==> src/rtl/instr_sequencer.sv <==
// instr_sequencer: owns the PC, fetches 16-bit instructions from a synchronous
// instruction memory and issues them to control_unit, holding run high until
// cu_done. J-type instructions (jump, halt, NOP) retire here without run. A
// watchdog moves to ERR if the control unit never retires.
// Optional build macro SEQ_STEP_EN adds a step input and a STEP state that
// pauses after every retire until step is pulsed.
// Ports:
//   clk, reset      clock, synchronous active-high reset
//   start           pulse; begins execution at PC 0 from IDLE/HALT/ERR
//   imem_en/addr    instruction memory read request (addr = pc)
//   imem_rdata      read data, valid one cycle after imem_en
//   instr, run      instruction and advance enable for control_unit
//   cu_done         one-cycle retire pulse from control_unit
//   pc, retired     program counter, saturating retired-instruction count
//   busy/halted/error  status flags
//   step            single-step advance pulse (SEQ_STEP_EN only)
module instr_sequencer #(
    parameter int ADDR_W       = 8,
    parameter int DONE_TIMEOUT = 32
) (
    input  logic              clk,
    input  logic              reset,
    input  logic              start,
    output logic              imem_en,
    output logic [ADDR_W-1:0] imem_addr,
    input  logic [15:0]       imem_rdata,
    output logic [15:0]       instr,
    output logic              run,
    input  logic              cu_done,
    output logic [ADDR_W-1:0] pc,
    output logic [15:0]       retired,
    output logic              busy,
    output logic              halted,
    output logic              error
`ifdef SEQ_STEP_EN
    ,
    input  logic              step
`endif
);
    localparam int WD_W = $clog2(DONE_TIMEOUT + 1);

    typedef enum logic [2:0] {
        IDLE, FETCH, DECODE, EXEC, HALT, ERR
`ifdef SEQ_STEP_EN
        , STEP
`endif
    } state_t;

    state_t          state, nxt, after_retire;
    logic [WD_W-1:0] wd;
    logic            is_j, is_jmp, is_halt, wd_exp, retire, restart;

`ifdef SEQ_STEP_EN
    assign after_retire = STEP;
`else
    assign after_retire = FETCH;
`endif

    // Decode looks at the memory output directly; instr is loaded on the same edge.
    assign is_j    = imem_rdata[1:0] == 2'b10;
    assign is_jmp  = is_j && imem_rdata[4:2] == 3'b000;
    assign is_halt = is_j && imem_rdata[4:2] == 3'b111;
    assign wd_exp  = wd == WD_W'(DONE_TIMEOUT - 1);
    assign retire  = (state == DECODE && is_j) || (state == EXEC && cu_done);
    assign restart = start && (state == IDLE || state == HALT || state == ERR);

    always_ff @(posedge clk) begin
        if (reset) state <= IDLE;
        else       state <= nxt;
    end

    always_comb begin
        nxt = state;
        case (state)
            IDLE, HALT, ERR: nxt = start ? FETCH : state;
            FETCH:           nxt = DECODE;
            DECODE:          nxt = is_halt ? HALT : is_j ? after_retire : EXEC;
            // cu_done takes priority over a watchdog expiry in the same cycle
            EXEC:            nxt = cu_done ? after_retire : wd_exp ? ERR : EXEC;
`ifdef SEQ_STEP_EN
            STEP:            nxt = step ? FETCH : STEP;
`endif
            default:         nxt = IDLE;
        endcase
    end

    always_ff @(posedge clk) begin
        if (reset) begin
            pc      <= '0;
            instr   <= '0;
            retired <= '0;
            wd      <= '0;
            run     <= 1'b0;
        end else begin
            run <= nxt == EXEC;
            wd  <= state == EXEC ? wd + 1'b1 : '0;
            if (state == DECODE) instr <= imem_rdata;
            if (restart) begin
                pc      <= '0;
                retired <= '0;
            end else begin
                if (retire && retired != 16'hFFFF) retired <= retired + 1'b1;
                // halt retires but leaves pc pointing at itself
                if (state == DECODE && is_jmp) pc <= ADDR_W'(imem_rdata[12:5]);
                else if (retire && !(state == DECODE && is_halt)) pc <= pc + 1'b1;
            end
        end
    end

    assign imem_en   = state == FETCH;
    assign imem_addr = pc;
    assign busy      = state == FETCH || state == DECODE || state == EXEC;
    assign halted    = state == HALT;
    assign error     = state == ERR;
endmodule
==> config.mk <==
export PLATFORM = sky130hd
export DESIGN_NAME = instr_sequencer
export DESIGN_NICKNAME = d
export VERILOG_FILES = /design/src/rtl/instr_sequencer.sv
export SDC_FILE = /design/constraint.sdc
export NUM_CORES = 1
export LEC_CHECK = 0
export ABC_CLOCK_PERIOD_IN_PS = 4000
export CORE_MARGIN = 4
export CORE_UTILIZATION = 45
export CTS_CLUSTER_DIAMETER = 30
export DETAILED_ROUTE_END_ITERATION = 8
export GPL_ROUTABILITY_DRIVEN = 0
export PLACE_DENSITY = 0.73
export SKIP_LAST_GASP = 1
export SYNTH_ARGS = -nofsm -noshare
export SYNTH_HDL_FRONTEND = slang
export SYNTH_SLANG_ARGS = --single-unit
export TNS_END_PERCENT = 100
==> constraint.sdc <==
create_clock -name clk -period 4 [get_ports clk]
set_input_delay 1.2 -clock clk [delete_from_list [all_inputs] [get_ports clk]]
set_output_delay 1.2 -clock clk [all_outputs]
set_load 0.01 [all_outputs]
==> qor.txt, run 1 <==
Final Hold Viols: 0
vias in the first global route: 2,027
All-Layer GR Usage: 17.8%
final worst slack: 1.04 ns
Async S/R FF share, synth: 0%
CTS tree: built
area delta synth->final: 32.4%
Core Region: 5140 um2
Yosys cell types: 42
# setup viols final: 0
syn nets: 310
Initial DRC Count: 112
first-pass GRT wire length: 9.25 mm
count of buffers added by post-CTS timing repair for setup: 0
worst-path cell chain: clkdlybuf4s50_1, or3b_1, a21o_1, nand2b_1, a222oi_1, nor2_1
Row Count: 26
clock tree buffer depth: 2
register area share after synthesis: 41.9%
top cell type by total area after synthesis: dfxtp_1
Slowest-stage cell, CP: clkdlybuf4s50_1
PostCTS Resize Cnt: 0
CTS Buf Count: 5
minimum clock period: 2.96 ns
initial core utilization: 46.5%
Leakage: 0.976 nW
clock sink total: 50
initial antenna violation count: 0
design area: 3170 um2
fin nets: 368
P per Cell Area: 295 nW/um2
fin. max-slew vios: 0
Detailed Routing Iterations Pass 1: 4
Internal: 0.704 mW
Post-synth EDFFs: 0
Mapped Area: 2390 um2
#FFs+latches synth: 50
RSZ-0062 raised after global routing: no
routed length per instance: 13.4 um
Setup CP Type: in -> reg
PortBufs: 72
CP endpoint kind: register
final worst-path cycle share: 73.9%
largest net degree at the start of global routing: 25
Vias: 2,189
clock share of power: 32.3%
Data required, critical path: 4.17 ns
commonest register cell after synthesis: dfxtp_1
hold path cells: 2
clock skew: 0.00668 ns
vias per cell: 5.26
Die X: 80.9 um
Antenna Cells: 0
critical path peak fanout: 18
Hold WS: 0.459 ns
Crit path arrival time: 3.13 ns
worst-margin pin slew: 1.05 ns
dpl hpwl: 4.07 mm
Placed Area: 3070 um2
die span in y: 80.9 um
fraction of layout instances using a drive strength above 1: 5.78%
clock root buffer: clkbuf_8
Slew HR: 29.6%
worst hold path type: reg -> reg
switching share of power: 24.7%
Max VDD drop: 161 uV
CP peak stage delay: 0.48 ns
f_max: 0.338 GHz
Synth Warn #: 0
ANT nets after route: 0
crit path launch type: input port
grt total ovfl: 0
max cap viols: 0
DRC Markers: 0
routed wire length: 5.59 mm
sequential fraction of design power: 55.7%
Synth area leaders: dfxtp_1 (42%), nand2_1 (7.1%), xnor2_1 (7.0%)
Synth top area share: 41.9%
cts-stage hold buffer count: 0
Mapped Cells: 287
setup_tns: 0 ns
H-tree levels: 2
Avg Inst Size Synth: 8.33 um2
die footprint: 6540 um2
later-pin clock latency in the skew report: 0.30 ns
pre-CTS WS: 0.705 ns
IO Pins: 73
net switching power: 0.231 mW
run status: completed
clk slew on worst S/H paths: 0.08 ns
Gate power share: 12.0%
Worst Reg2Reg Path Length in Cells: 5
## area by class of cell
class                           instances  area, um2
Sequential cell                        50       1000
Inverter                                5       18.8
Fill cell                             492       1970
Clock buffer                            6       82.6
Multi-Input combinational cell        210       1240
Clock inverter                          2       12.5
Timing Repair Buffer                   73        728
Tap cell                               70       87.6
## synthesized netlist by cell type (3+ instances only)
cell type,count
dfxtp_1,50
nand2_1,45
nor2_1,36
a21oi_1,23
xnor2_1,19
nand3_1,13
buf_4,10
clkbuf_1,9
nor3_1,7
a211oi_1,6
inv_1,5
a22oi_1,4
nand2b_1,4
nand4_1,4
nor4_1,4
xor2_1,4
and3_1,3
and4_1,3
ha_1,3
or3_1,3
## routing by layer
layer,up-vias,track usage (%),share of wire (%)
met3,6,5.32,7.2
met4,0,5.24,1.1
li1,1094,-,-
met2,77,28.6,45
met1,1012,23.1,47
met5,-,0,0
## final timing paths
check | startpoint | endpoint | slack, ns
worst max-delay path | imem_rdata[1] | imem_addr[4]$_SDFFE_PP0P_ | 1.04
worst min register to register | instr[12]$_SDFFE_PP0P_ | instr[12]$_SDFFE_PP0P_ | 0.46
worst max register to register | state[1]$_SDFF_PP0_ | imem_addr[5]$_SDFFE_PP0P_ | 1.74
worst min-delay path | instr[12]$_SDFFE_PP0P_ | instr[12]$_SDFFE_PP0P_ | 0.46
## cells in the final DEF, fill, tap and decap left out, types with 3 or more instances in the layout
cell type	synthesis	layout
and4_1	3	3
nor4_1	4	4
nand3_1	13	13
nor3_1	7	7
clkdlybuf4s50_1	0	72
inv_1	5	5
nor2_1	36	36
clkbuf_8	0	6
a211oi_1	6	6
xor2_1	4	4
or3_1	3	3
nand2_1	45	45
a22oi_1	4	4
xnor2_1	19	19
ha_1	3	3
dfxtp_1	50	50
nand4_1	4	4
a21oi_1	23	23
and3_1	3	3
nand2b_1	4	4
## critical path: cells and delay by family
kind | cells | cell delay [ns]
AND/OR/NAND/NOR | 3 | 0.79
buffers and inverters | 1 | 0.48
AO/OA/AOI/OAI | 2 | 0.65
## through the flow
| stage | util, % | std cells | power [mW] |
|---|---|---|---|
| floorplan | - | 287 | 0.591 |
| global placement | 59.8 | 408 | 0.644 |
| detailed placement | 59.8 | 408 | 0.646 |
| CTS | 61.6 | 416 | 0.950 |
| global route | 61.6 | 416 | 0.985 |
| finish | 61.6 | 416 | 0.935 |
## logic make-up (layout without fill, tap and decap cells)
kind of cell	Yosys count	after routing	synth area share, %
compound gates	48	48	13.8
xor+xnor	23	23	8.42
fa+ha+maj	3	3	1.57
buf+inv	27	86	6.44
flops	50	50	41.9
mux	2	2	0.837
simple gates	134	134	27.1
## state kept, by name, summed over array words and instances (netlist names)
name       count
imem_addr      8
run            1
instr         16
retired       16
wd             6
state          3
## power groups by stage
stage / combinational [mW] / sequential, mW / clock, mW
after floorplan: 0.0587 / 0.532 / 0
after global placement: 0.112 / 0.532 / 0
after detailed placement: 0.113 / 0.533 / 0
after CTS: 0.114 / 0.521 / 0.316
after global routing: 0.123 / 0.523 / 0.339
final: 0.112 / 0.521 / 0.302
Note: power is estimated with default switching activity, not from simulation.
==> run 2: changes to the inputs <==
--- a/config.mk
+++ b/config.mk
@@ -5,13 +5,13 @@
 export SDC_FILE = /design/constraint.sdc
 export NUM_CORES = 1
 export LEC_CHECK = 0
-export ABC_CLOCK_PERIOD_IN_PS = 4000
+export ABC_CLOCK_PERIOD_IN_PS = 2600
 export CORE_MARGIN = 4
-export CORE_UTILIZATION = 45
+export CORE_UTILIZATION = 42
 export CTS_CLUSTER_DIAMETER = 30
 export DETAILED_ROUTE_END_ITERATION = 8
 export GPL_ROUTABILITY_DRIVEN = 0
-export PLACE_DENSITY = 0.73
+export PLACE_DENSITY = 0.72
 export SKIP_LAST_GASP = 1
 export SYNTH_ARGS = -nofsm -noshare
 export SYNTH_HDL_FRONTEND = slang
==> constraint.sdc (replaced) <==
create_clock -name clk -period 2.6 [get_ports clk]
set_input_delay 0.78 -clock clk [delete_from_list [all_inputs] [get_ports clk]]
set_output_delay 0.78 -clock clk [all_outputs]
set_load 0.01 [all_outputs]
==> qor.txt, run 2 (synthesis gave the netlist of run 1 again) <==
run status: completed
Row Count: 27 (+3.8%)
CTS tree: built
most frequent cells in the layout: clkdlybuf4s50_1 (72), dfxtp_1 (50), nand2_1 (45), nor2_1 (36), a21oi_1 (23)
ANT nets after route: 0 (unchanged)
Initial DRC Count: 82 (-27%)
CP endpoint kind: register
fin nets: 379 (+3.0%)
dpl hpwl: 4.22 mm (+3.8%)
initial antenna violation count: 0 (unchanged)
crit path launch type: input port
Worst Reg2Reg Path Length in Cells: 7 (+2)
fraction of layout instances using a drive strength above 1: 8.68% (+2.9 points)
Critical path buffers and inverters: 2 (+1)
CTS Buf Count: 5 (unchanged)
Leakage: 1.04 nW (+6.2%)
clock skew: 0.0107 ns (+0.00406 ns)
later-pin clock latency in the skew report: 0.30 ns (about the same)
Core Region: 5510 um2 (+7.1%)
Setup CP Type: in -> reg
All-Layer GR Usage: 16.5% (-1.3 points)
clock root buffer: clkbuf_8
clk slew on worst S/H paths: 0.09 ns (about the same)
Antenna Cells: 0 (unchanged)
first-pass GRT wire length: 9.76 mm (+5.4%)
worst-margin pin slew: 0.533 ns (-0.519 ns)
IO Pins: 73 (unchanged)
vias in the first global route: 2,028 (+0.049%)
fin. max-slew vios: 0 (unchanged)
routed wire length: 5.67 mm (+1.3%)
max cap viols: 0 (unchanged)
total power: 1.46 mW (+56%)
H-tree levels: 2 (unchanged)
Slowest-stage cell, CP: clkdlybuf4s50_1
Slew HR: 64.2% (+35 points)
DRC Markers: 0 (unchanged)
Max VDD drop: 219 uV (+36%)
P per Cell Area: 446 nW/um2 (+51%)
final worst-path cycle share: 92.4%
final core occ: 59.3% (-2.3 points)
routed length per instance: 13.2 um (-1.7%)
final worst slack: 0.197 ns (-0.847 ns)
CP top delay family: simple AND/OR/NAND/NOR gates
grt total ovfl: 0 (unchanged)
die footprint: 6960 um2 (+6.4%)
# setup viols final: 0 (unchanged)
area delta synth->final: 36.5%
Detailed Routing Iterations Pass 1: 4 (unchanged)
f_max: 0.416 GHz
PostCTS Resize Cnt: 0 (unchanged)
Crit path arrival time: 2.59 ns (-0.54 ns)
Die X: 83.5 um (+3.2%)
die span in y: 83.5 um (+3.2%)
cts-stage hold buffer count: 0 (unchanged)
critical path peak fanout: 18 (unchanged)
count of buffers added by post-CTS timing repair for setup: 0 (unchanged)
worst-path cell chain: clkdlybuf4s50_1, or3b_1, a21o_1, buf_12, nor4_1, xnor2_1, nor2_1
worst hold path type: reg -> reg
most common cell after layout, fill and taps aside: clkdlybuf4s50_1
Hold WS: 0.456 ns (-0.00227 ns)
Data required, critical path: 2.79 ns (-1.38 ns)
Vias: 2,197 (+0.37%)
vias per cell: 5.12 (-2.7%)
minimum clock period: 2.40 ns
clock sink total: 50 (unchanged)
PortBufs: 72 (unchanged)
RSZ-0062 raised after global routing: no
initial core utilization: 43.4% (-3.1 points)
CP peak stage delay: 0.48 ns (about the same)
WP depth: 7 (+1)
Final Hold Viols: 0 (unchanged)
largest net degree at the start of global routing: 20 (-20%)
clock tree buffer depth: 2 (unchanged)
pre-CTS WS: -0.109 ns (-0.814 ns)
hold path cells: 2 (unchanged)
==> run 2: power breakdown <==
part           internal [mW]  total [mW]  switching (mW)
registers              0.784       0.798          0.0148
clock network          0.214       0.468           0.254
logic                 0.0982       0.190          0.0922
total                   1.10        1.46           0.361
==> run 2: cell type report <==
| type | count | area, um2 |
|---|---|---|
| Inverter | 5 | 18.8 |
| Sequential cell | 50 | 1000 |
| Fill cell | 501 | 2240 |
| Clock buffer | 6 | 82.6 |
| Clock inverter | 2 | 12.5 |
| Timing Repair Buffer | 84 | 823 |
| Multi-Input combinational cell | 210 | 1240 |
| Tap cell | 72 | 90.1 |
==> run 2: per-layer routing <==
metal	part of all wire (%)	vias up	track usage (%)
met5	0	-	0
met4	0.85	0	3.51
met3	4.6	6	4.24
met2	44	58	25.3
met1	50	1016	23.5
li1	-	1117	-
==> run 2: per-stage QoR <==
step / area (um2) / instances / TNS (ns)
after CTS: 3260 / 429 / 0
final: 3260 / 429 / 0
after global placement: 3170 / 421 / -0.534
after detailed placement: 3170 / 421 / -0.790
after global routing: 3260 / 429 / 0
after floorplan: 2390 / 287 / 0
==> run 2: worst paths after layout <==
kind | startpoint | endpoint | slack, ns
min | instr[13]$_SDFFE_PP0P_ | instr[13]$_SDFFE_PP0P_ | 0.46
max | imem_rdata[1] | retired[12]$_SDFFE_PP0P_ | 0.20
max reg2reg | state[0]$_SDFF_PP0_ | imem_addr[6]$_SDFFE_PP0P_ | 0.59
min reg2reg | instr[13]$_SDFFE_PP0P_ | instr[13]$_SDFFE_PP0P_ | 0.46
==> run 2: worst register-to-register path, stage by stage (launching register included) <==
cell      delay, ns
dfxtp_1        0.37
buf_4          0.18
or3b_1         0.45
or3_1          0.45
nand2b_1       0.18
buf_4          0.14
nand2_1        0.04
a21oi_1        0.12
